File: config.mk
export PLATFORM = sky130hd
export DESIGN_NAME = uart_rx_core
export DESIGN_NICKNAME = d
export VERILOG_FILES = /design/src/rtl/uart_pkg.sv /design/src/rtl/uart_baud_tick.sv /design/src/rtl/uart_rx_core.sv
export SDC_FILE = /design/constraint.sdc
export NUM_CORES = 1
export LEC_CHECK = 0
export ABC_AREA = 1
export BUFFER_PORTS_ARGS = -buffer_cell sky130_fd_sc_hd__buf_2
export CAP_MARGIN = 20
export CORE_MARGIN = 3
export CORE_UTILIZATION = 33
export DETAILED_ROUTE_END_ITERATION = 7
export PLACE_DENSITY = 0.51
export SLEW_MARGIN = 20
export SYNTH_ARGS = -nofsm -noshare
export SYNTH_HDL_FRONTEND = slang
export SYNTH_HIERARCHICAL = 1
export SYNTH_SLANG_ARGS = --single-unit
File: constraint.sdc
create_clock -name app_clk -period 3.4 [get_ports app_clk]
set_clock_uncertainty 0.05 [all_clocks]
set_input_delay 0.68 -clock app_clk [delete_from_list [all_inputs] [get_ports app_clk]]
set_output_delay 0.68 -clock app_clk [all_outputs]
set_load 0.02 [all_outputs]
File: src/rtl/uart_pkg.sv
// rtl/uart_pkg.sv - shared UART receive/transmit types and constants
package uart_pkg;

    typedef enum logic [2:0] {
        ST_IDLE,
        ST_START,
        ST_DATA,
        ST_PARITY,
        ST_STOP1,
        ST_STOP2
    } uart_rx_state_t;

    localparam int UART_OVS       = 16;
    localparam int UART_SMP_LO    = 7;
    localparam int UART_SMP_MID   = 8;
    localparam int UART_SMP_HI    = 9;
    localparam int UART_WLEN_BASE = 5;

    function automatic logic maj3(input logic a, input logic b, input logic c);
        return (a & b) | (a & c) | (b & c);
    endfunction

endpackage

File: src/rtl/uart_baud_tick.sv
// rtl/uart_baud_tick.sv - oversample tick generator, one tick every div+1 clocks
module uart_baud_tick #(
    parameter int DIV_W = 16
) (
    input  logic             clk,
    input  logic             rst_n,
    input  logic             clr,
    input  logic [DIV_W-1:0] div,
    output logic             tick
);

    logic [DIV_W-1:0] cnt_q;
    logic [DIV_W-1:0] cnt_d;
    logic             term;

    // >= keeps the counter bounded if div shrinks while it is running
    assign term = (cnt_q >= div);
    assign tick = !clr && term;

    always_comb begin
        cnt_d = cnt_q + 1'b1;
        if (clr || term) begin
            cnt_d = '0;
        end
    end

    always_ff @(posedge clk or negedge rst_n) begin
        if (!rst_n) begin
            cnt_q <= '0;
        end else begin
            cnt_q <= cnt_d;
        end
    end

endmodule

File: src/rtl/uart_rx_core.sv
// rtl/uart_rx_core.sv - 16x oversampling UART receiver with one-entry holding register
module uart_rx_core
    import uart_pkg::*;
#(
    parameter int DIV_W = 16
) (
    input  logic             app_clk,
    input  logic             reset_n,
    input  logic             rxd,
    input  logic [DIV_W-1:0] cfg_baud_div,
    input  logic [1:0]       cfg_wlen,
    input  logic             cfg_pen,
    input  logic             cfg_even,
    input  logic             cfg_stop2,
    output logic [7:0]       rx_data,
    output logic             rx_perr,
    output logic             rx_ferr,
    output logic             rx_break,
    output logic             rx_valid,
    input  logic             rx_ready,
    output logic             rx_overrun,
    output logic             rx_busy
);

    localparam logic [3:0] SMP_LO   = 4'(UART_SMP_LO);
    localparam logic [3:0] SMP_MID  = 4'(UART_SMP_MID);
    localparam logic [3:0] SMP_HI   = 4'(UART_SMP_HI);
    localparam logic [3:0] SMP_LAST = 4'(UART_OVS - 1);
    localparam logic [2:0] IDX_BASE = 3'(UART_WLEN_BASE - 1);

    logic           rxd_s1_q, rxs_q, rxs_prev_q;
    uart_rx_state_t state_q, state_d;
    logic [3:0]     s_q, s_d;
    logic [1:0]     smp_q, smp_d;
    logic [2:0]     bit_cnt_q, bit_cnt_d;
    logic [7:0]     shift_q, shift_d;
    logic           par_q, par_d;
    logic           perr_q, perr_d;
    logic           ferr_q, ferr_d;

    logic [DIV_W-1:0] div_q, div_d;
    logic [1:0]       wlen_q, wlen_d;
    logic             pen_q, pen_d;
    logic             even_q, even_d;
    logic             stop2_q, stop2_d;

    logic [7:0] rx_data_q, rx_data_d;
    logic       rx_perr_q, rx_perr_d;
    logic       rx_ferr_q, rx_ferr_d;
    logic       rx_break_q, rx_break_d;
    logic       rx_valid_q, rx_valid_d;
    logic       rx_overrun_q, rx_overrun_d;

    logic       tick, start_edge, bit_val, at_dec, at_end, last_data, complete;
    logic       frame_ferr;
    logic [2:0] last_idx;

    uart_baud_tick #(
        .DIV_W(DIV_W)
    ) u_baud_tick (
        .clk  (app_clk),
        .rst_n(reset_n),
        .clr  (state_q == ST_IDLE),
        .div  (div_q),
        .tick (tick)
    );

    assign start_edge = rxs_prev_q && !rxs_q;
    assign bit_val    = maj3(smp_q[0], smp_q[1], rxs_q);
    assign at_dec     = tick && (s_q == SMP_HI);
    assign at_end     = tick && (s_q == SMP_LAST);
    assign last_idx   = {1'b0, wlen_q} + IDX_BASE;
    assign last_data  = (bit_cnt_q == last_idx);
    assign complete   = at_dec && (((state_q == ST_STOP1) && !stop2_q) || (state_q == ST_STOP2));
    assign frame_ferr = ferr_q | ~bit_val;

    always_ff @(posedge app_clk or negedge reset_n) begin
        if (!reset_n) begin
            rxd_s1_q     <= 1'b1;
            rxs_q        <= 1'b1;
            rxs_prev_q   <= 1'b1;
            state_q      <= ST_IDLE;
            s_q          <= '0;
            smp_q        <= '0;
            bit_cnt_q    <= '0;
            shift_q      <= '0;
            par_q        <= 1'b0;
            perr_q       <= 1'b0;
            ferr_q       <= 1'b0;
            div_q        <= '0;
            wlen_q       <= '0;
            pen_q        <= 1'b0;
            even_q       <= 1'b0;
            stop2_q      <= 1'b0;
            rx_data_q    <= '0;
            rx_perr_q    <= 1'b0;
            rx_ferr_q    <= 1'b0;
            rx_break_q   <= 1'b0;
            rx_valid_q   <= 1'b0;
            rx_overrun_q <= 1'b0;
        end else begin
            rxd_s1_q     <= rxd;
            rxs_q        <= rxd_s1_q;
            rxs_prev_q   <= rxs_q;
            state_q      <= state_d;
            s_q          <= s_d;
            smp_q        <= smp_d;
            bit_cnt_q    <= bit_cnt_d;
            shift_q      <= shift_d;
            par_q        <= par_d;
            perr_q       <= perr_d;
            ferr_q       <= ferr_d;
            div_q        <= div_d;
            wlen_q       <= wlen_d;
            pen_q        <= pen_d;
            even_q       <= even_d;
            stop2_q      <= stop2_d;
            rx_data_q    <= rx_data_d;
            rx_perr_q    <= rx_perr_d;
            rx_ferr_q    <= rx_ferr_d;
            rx_break_q   <= rx_break_d;
            rx_valid_q   <= rx_valid_d;
            rx_overrun_q <= rx_overrun_d;
        end
    end

    always_comb begin
        state_d = state_q;
        case (state_q)
            ST_IDLE:   if (start_edge) state_d = ST_START;
            ST_START: begin
                if (at_dec && bit_val) state_d = ST_IDLE;
                else if (at_end)       state_d = ST_DATA;
            end
            ST_DATA:   if (at_end && last_data) state_d = pen_q ? ST_PARITY : ST_STOP1;
            ST_PARITY: if (at_end) state_d = ST_STOP1;
            ST_STOP1: begin
                if (at_dec && !stop2_q) state_d = ST_IDLE;
                else if (at_end)        state_d = ST_STOP2;
            end
            ST_STOP2:  if (at_dec) state_d = ST_IDLE;
            default:   state_d = ST_IDLE;
        endcase
    end

    always_comb begin
        rx_busy = (state_q != ST_IDLE);
    end

    always_comb begin
        s_d       = s_q;
        smp_d     = smp_q;
        bit_cnt_d = bit_cnt_q;
        shift_d   = shift_q;
        par_d     = par_q;
        perr_d    = perr_q;
        ferr_d    = ferr_q;
        div_d     = div_q;
        wlen_d    = wlen_q;
        pen_d     = pen_q;
        even_d    = even_q;
        stop2_d   = stop2_q;
        if (state_q == ST_IDLE) begin
            bit_cnt_d = '0;
            // frame format is frozen here so mid-frame config writes cannot corrupt it
            if (start_edge) begin
                div_d   = cfg_baud_div;
                wlen_d  = cfg_wlen;
                pen_d   = cfg_pen;
                even_d  = cfg_even;
                stop2_d = cfg_stop2;
                shift_d = '0;
                par_d   = 1'b0;
                perr_d  = 1'b0;
                ferr_d  = 1'b0;
            end
        end else if (tick) begin
            s_d = s_q + 4'd1;
            if (s_q == SMP_LO)  smp_d[0] = rxs_q;
            if (s_q == SMP_MID) smp_d[1] = rxs_q;
            if (s_q == SMP_HI) begin
                case (state_q)
                    ST_DATA: begin
                        shift_d[bit_cnt_q] = bit_val;
                        par_d              = par_q ^ bit_val;
                    end
                    ST_PARITY:          perr_d = (bit_val != (par_q ^ ~even_q));
                    ST_STOP1, ST_STOP2: ferr_d = frame_ferr;
                    default:            ;
                endcase
            end
            if ((state_q == ST_DATA) && (s_q == SMP_LAST) && !last_data) begin
                bit_cnt_d = bit_cnt_q + 3'd1;
            end
        end
        if (state_d == ST_IDLE) begin
            s_d = '0;
        end
    end

    always_comb begin
        rx_data_d    = rx_data_q;
        rx_perr_d    = rx_perr_q;
        rx_ferr_d    = rx_ferr_q;
        rx_break_d   = rx_break_q;
        rx_valid_d   = rx_valid_q;
        rx_overrun_d = 1'b0;
        if (complete) begin
            // a same-cycle accept frees the slot for the new character
            if (!rx_valid_q || rx_ready) begin
                rx_data_d  = shift_q;
                rx_perr_d  = perr_q;
                rx_ferr_d  = frame_ferr;
                rx_break_d = frame_ferr && (shift_q == 8'h00);
                rx_valid_d = 1'b1;
            end else begin
                rx_overrun_d = 1'b1;
            end
        end else if (rx_valid_q && rx_ready) begin
            rx_valid_d = 1'b0;
        end
    end

    assign rx_data    = rx_data_q;
    assign rx_perr    = rx_perr_q;
    assign rx_ferr    = rx_ferr_q;
    assign rx_break   = rx_break_q;
    assign rx_valid   = rx_valid_q;
    assign rx_overrun = rx_overrun_q;

endmodule

==> results.md <==
- Leading area contributor after synthesis: dfrtp_1
- IO buf count: 38
- N_diodes: 0
- Synthesized area: approximately 4200 µm²
- Net Sw Power: ~0.83 mW
- Setup Viol. Count Final: 0
- Detailed Place HPWL: between 6000 and 7000 µm
- Seq/Total Area, Yosys: a little under half
- Synthesized area per cell: 8.01 µm²
- CTS Root Cell: clkbuf_16
- Die area: about 14000 µm²
- Core region area: around 12000 µm²
- Post-CTS Hold Buffers: 0
- Via count: 3301
- Nets@finish: 608
- DRC Markers: 0
- Pint: 1.88 mW
- YS warnings: 6
- Max cap viols: 0
- Relative slew slack: a little over a third
- Post-CTS setup buffer count: 0
- Max Freq: 0.353 GHz
- Final Critical Period: ~2.8 ns
- Design Area, Final: slightly below 5000 µm²
- Vias in the first global route: roughly 3300
- Final Slew Violations: 0
- DRT antenna net count: 0
- Comb pwr share: a little over a fifth
- Dominant cell by count in the synthesized netlist: nand2_1
- CP arrival: approximately 3.0 ns
- Worst Setup End Kind: flop
- Crit path max fanout: 5
- Site row count: 40
- Initial DRC count: around 160
- Io pins: 39
- Layout area overhead: 16.1%
- Mapped Cells: 518
- Vias per cell: ~4.5
- Distinct cell type count after synthesis: 36
- Die Wd: between 100 and 150 µm
- Synthesized net count: 564
- Switching part of the total: around 31%
- Clk buf depth: 2
- CTS tree: yes
- DIE HEIGHT: roughly 120 µm
- Drt wl/cell: 11.8 µm
- Yosys reg bits: 76
- Filler instances: ~1300
- Initial Util: approximately 34%
- TritonRoute pass-1 iters: 4
- Synth top area cells: dfrtp_1 (44%), nand2_1 (15%), inv_1 (6.4%)
- Final period util: 83.4%
- CTS clk-pin slew, worst paths: roughly 0.060 ns
- Required @ worst endpoint: around 3.6 ns
- Status: finished, final reports clean
- Clk pwr share: a little over a third
- Most common flop cell mapped by yosys: dfrtp_1
- Hold Fails Final Rpt: 0
- PD cells: roughly 560 nW/µm²
- Fraction of final layout cells sized beyond drive strength 1: 17.1%
- Flop pwr share: 43.1%
- VDD IR-drop max: between 0.2 and 0.3 mV
- Most frequent cells after synthesis: nand2_1 (164), dfrtp_1 (73), inv_1 (71), nor2_1 (42), nand3_1 (23)
- Gr usage total: a little over an eighth
- GRT overflow: 0
- Placed cell area: 4520 µm²
- CTS Sinks: 76
- Global-route wire length before repair: about 15000 µm
- Initial antenna violation count: 0
- Setup CP Type: reg -> reg
- Setup_tns: 0 ns
- Leakage power: 2.54 nW
- Fraction of synthesis flops using an asynchronous set or reset pin: 100%
- H-tree levels: 3
- Routability congestion estimate: 0.896
- CP Launch Type: flop
- Clk_lat worst skew: 0.34 ns
- Num CTS Buffers: 9
- Worst min path class: reg -> reg
- WL final: between 8000 and 9000 µm
- Post-synth top area share: about 44%
- RSZ-0062 raised after global routing: false
- Post-synth EDFFs: 0
- Largest net degree at the start of global routing: a little under 80
- Slew @ Worst Pin: roughly 0.98 ns
- Cts repair resizes: 0
## metrics by stage
step / setup WS [ns] / hold slack [ns] / instances / power [mW] / utilization (%)
floorplan: 0.979 / 0.295 / 518 / 1.61 / -
finish: 0.564 / 0.306 / 735 / 2.71 / 39.6
detailed placement: 0.553 / 0.297 / 719 / 1.77 / 37.1
global placement: 0.701 / 0.296 / 719 / 1.75 / 37.1
global route: 0.164 / 0.307 / 735 / 2.93 / 39.6
CTS: 0.541 / 0.306 / 735 / 2.76 / 39.6
## flip-flops by register name, indices dropped and copies added (netlist names), 2 cells and up
| register | count |
|---|---|
| u_baud_tick/cnt_q | 16 |
| wlen_q | 2 |
| rx_data | 8 |
| s_q | 4 |
| smp_q | 2 |
| state_q | 3 |
| shift_q | 8 |
| div_q | 16 |
| bit_cnt_q | 3 |
## cells in the final DEF (no fill, tap or decap), types with 2 or more instances in the layout
master / count
nand3_4: 2
nor2_1: 42
buf_4: 4
inv_2: 6
nand3_2: 3
dfrtp_1: 73
clkinv_2: 4
nor3_1: 4
o21ai_1: 2
nand3_1: 23
nand2_1: 164
nor4_1: 2
o21ai_2: 2
clkbuf_8: 2
xnor2_1: 2
buf_2: 37
dfstp_2: 3
a21oi_1: 11
nor2_4: 3
o21ai_0: 22
inv_1: 71
o21a_1: 2
nand4_1: 11
nand2_2: 3
ha_1: 21
clkbuf_16: 9
xor2_1: 15
a31oi_1: 2
nor2_2: 13
## area by class of cell
type | count | area [µm²] | area share, %
clock buffers | 11 | 253 | 5.25
clock inverters | 5 | 50.0 | 1.04
inverters | 78 | 293 | 6.08
multi-input cells | 356 | 1890 | 39.3
flip-flops and latches | 76 | 1910 | 39.5
well taps | 168 | 210 | 4.36
repair buffers | 41 | 215 | 4.47
## logic make-up after synthesis
group	share of synthesized area [%]
AO/OA/AOI/OAI	5.91
XOR/XNOR	3.59
adder cells (fa/ha/maj)	6.33
buffers and inverters	8.50
flip-flops	45.9
multiplexers	0.271
AND/OR/NAND/NOR	29.5
## power groups by stage
stage                     logic [mW]  clock network [mW]  registers, mW
after CTS                      0.588                1.01           1.17
after detailed placement       0.580                   0           1.19
after floorplan                0.449                   0           1.16
after global routing           0.698                1.04           1.19
after global placement         0.568                   0           1.18
final                          0.578               0.965           1.17
## critical path, cell delays in order, from the launching register on
cell and delay [ns]:
dfrtp_1 0.43, ha_1 0.32, nand2_1 0.07, nor2_1 0.11, nor2_1 0.05, nand2_1 0.05
nand2_1 0.04, nand2_1 0.07, nand2_2 0.07, a21oi_1 0.34, nand2_1 0.14, inv_1 0.10
nand2_1 0.12, nand2_1 0.10, nand2_1 0.06, nor2_1 0.10, nand3_1 0.08, nor2_1 0.12
nand3_1 0.16, nand2_1 0.09, inv_1 0.04
## layer usage
metal	track usage, %	vias to the layer above	part of all wire, %
met3	2.82	11	3.2
li1	-	1712	-
met4	6.81	0	2.0
met1	17.2	1532	49
met5	0	-	0
met2	22.3	46	46
## path summary, 6_finish.rpt
kind                                      start  endpoint  slack (ns)  depth (start not counted)
setup / recovery           u_baud_tick/cnt_q[3]    s_q[0]        0.56                         20
hold / removal                         rxd_s1_q     rxs_q        0.31                          0
setup reg to reg           u_baud_tick/cnt_q[3]    s_q[0]        0.56                         20
hold reg to reg                        rxd_s1_q     rxs_q        0.31                          0
max in group asynchronous               reset_n  div_q[6]        2.22                          1
min in group asynchronous               reset_n   rx_perr        0.45                          1
Power figures use the tool's default switching activity.
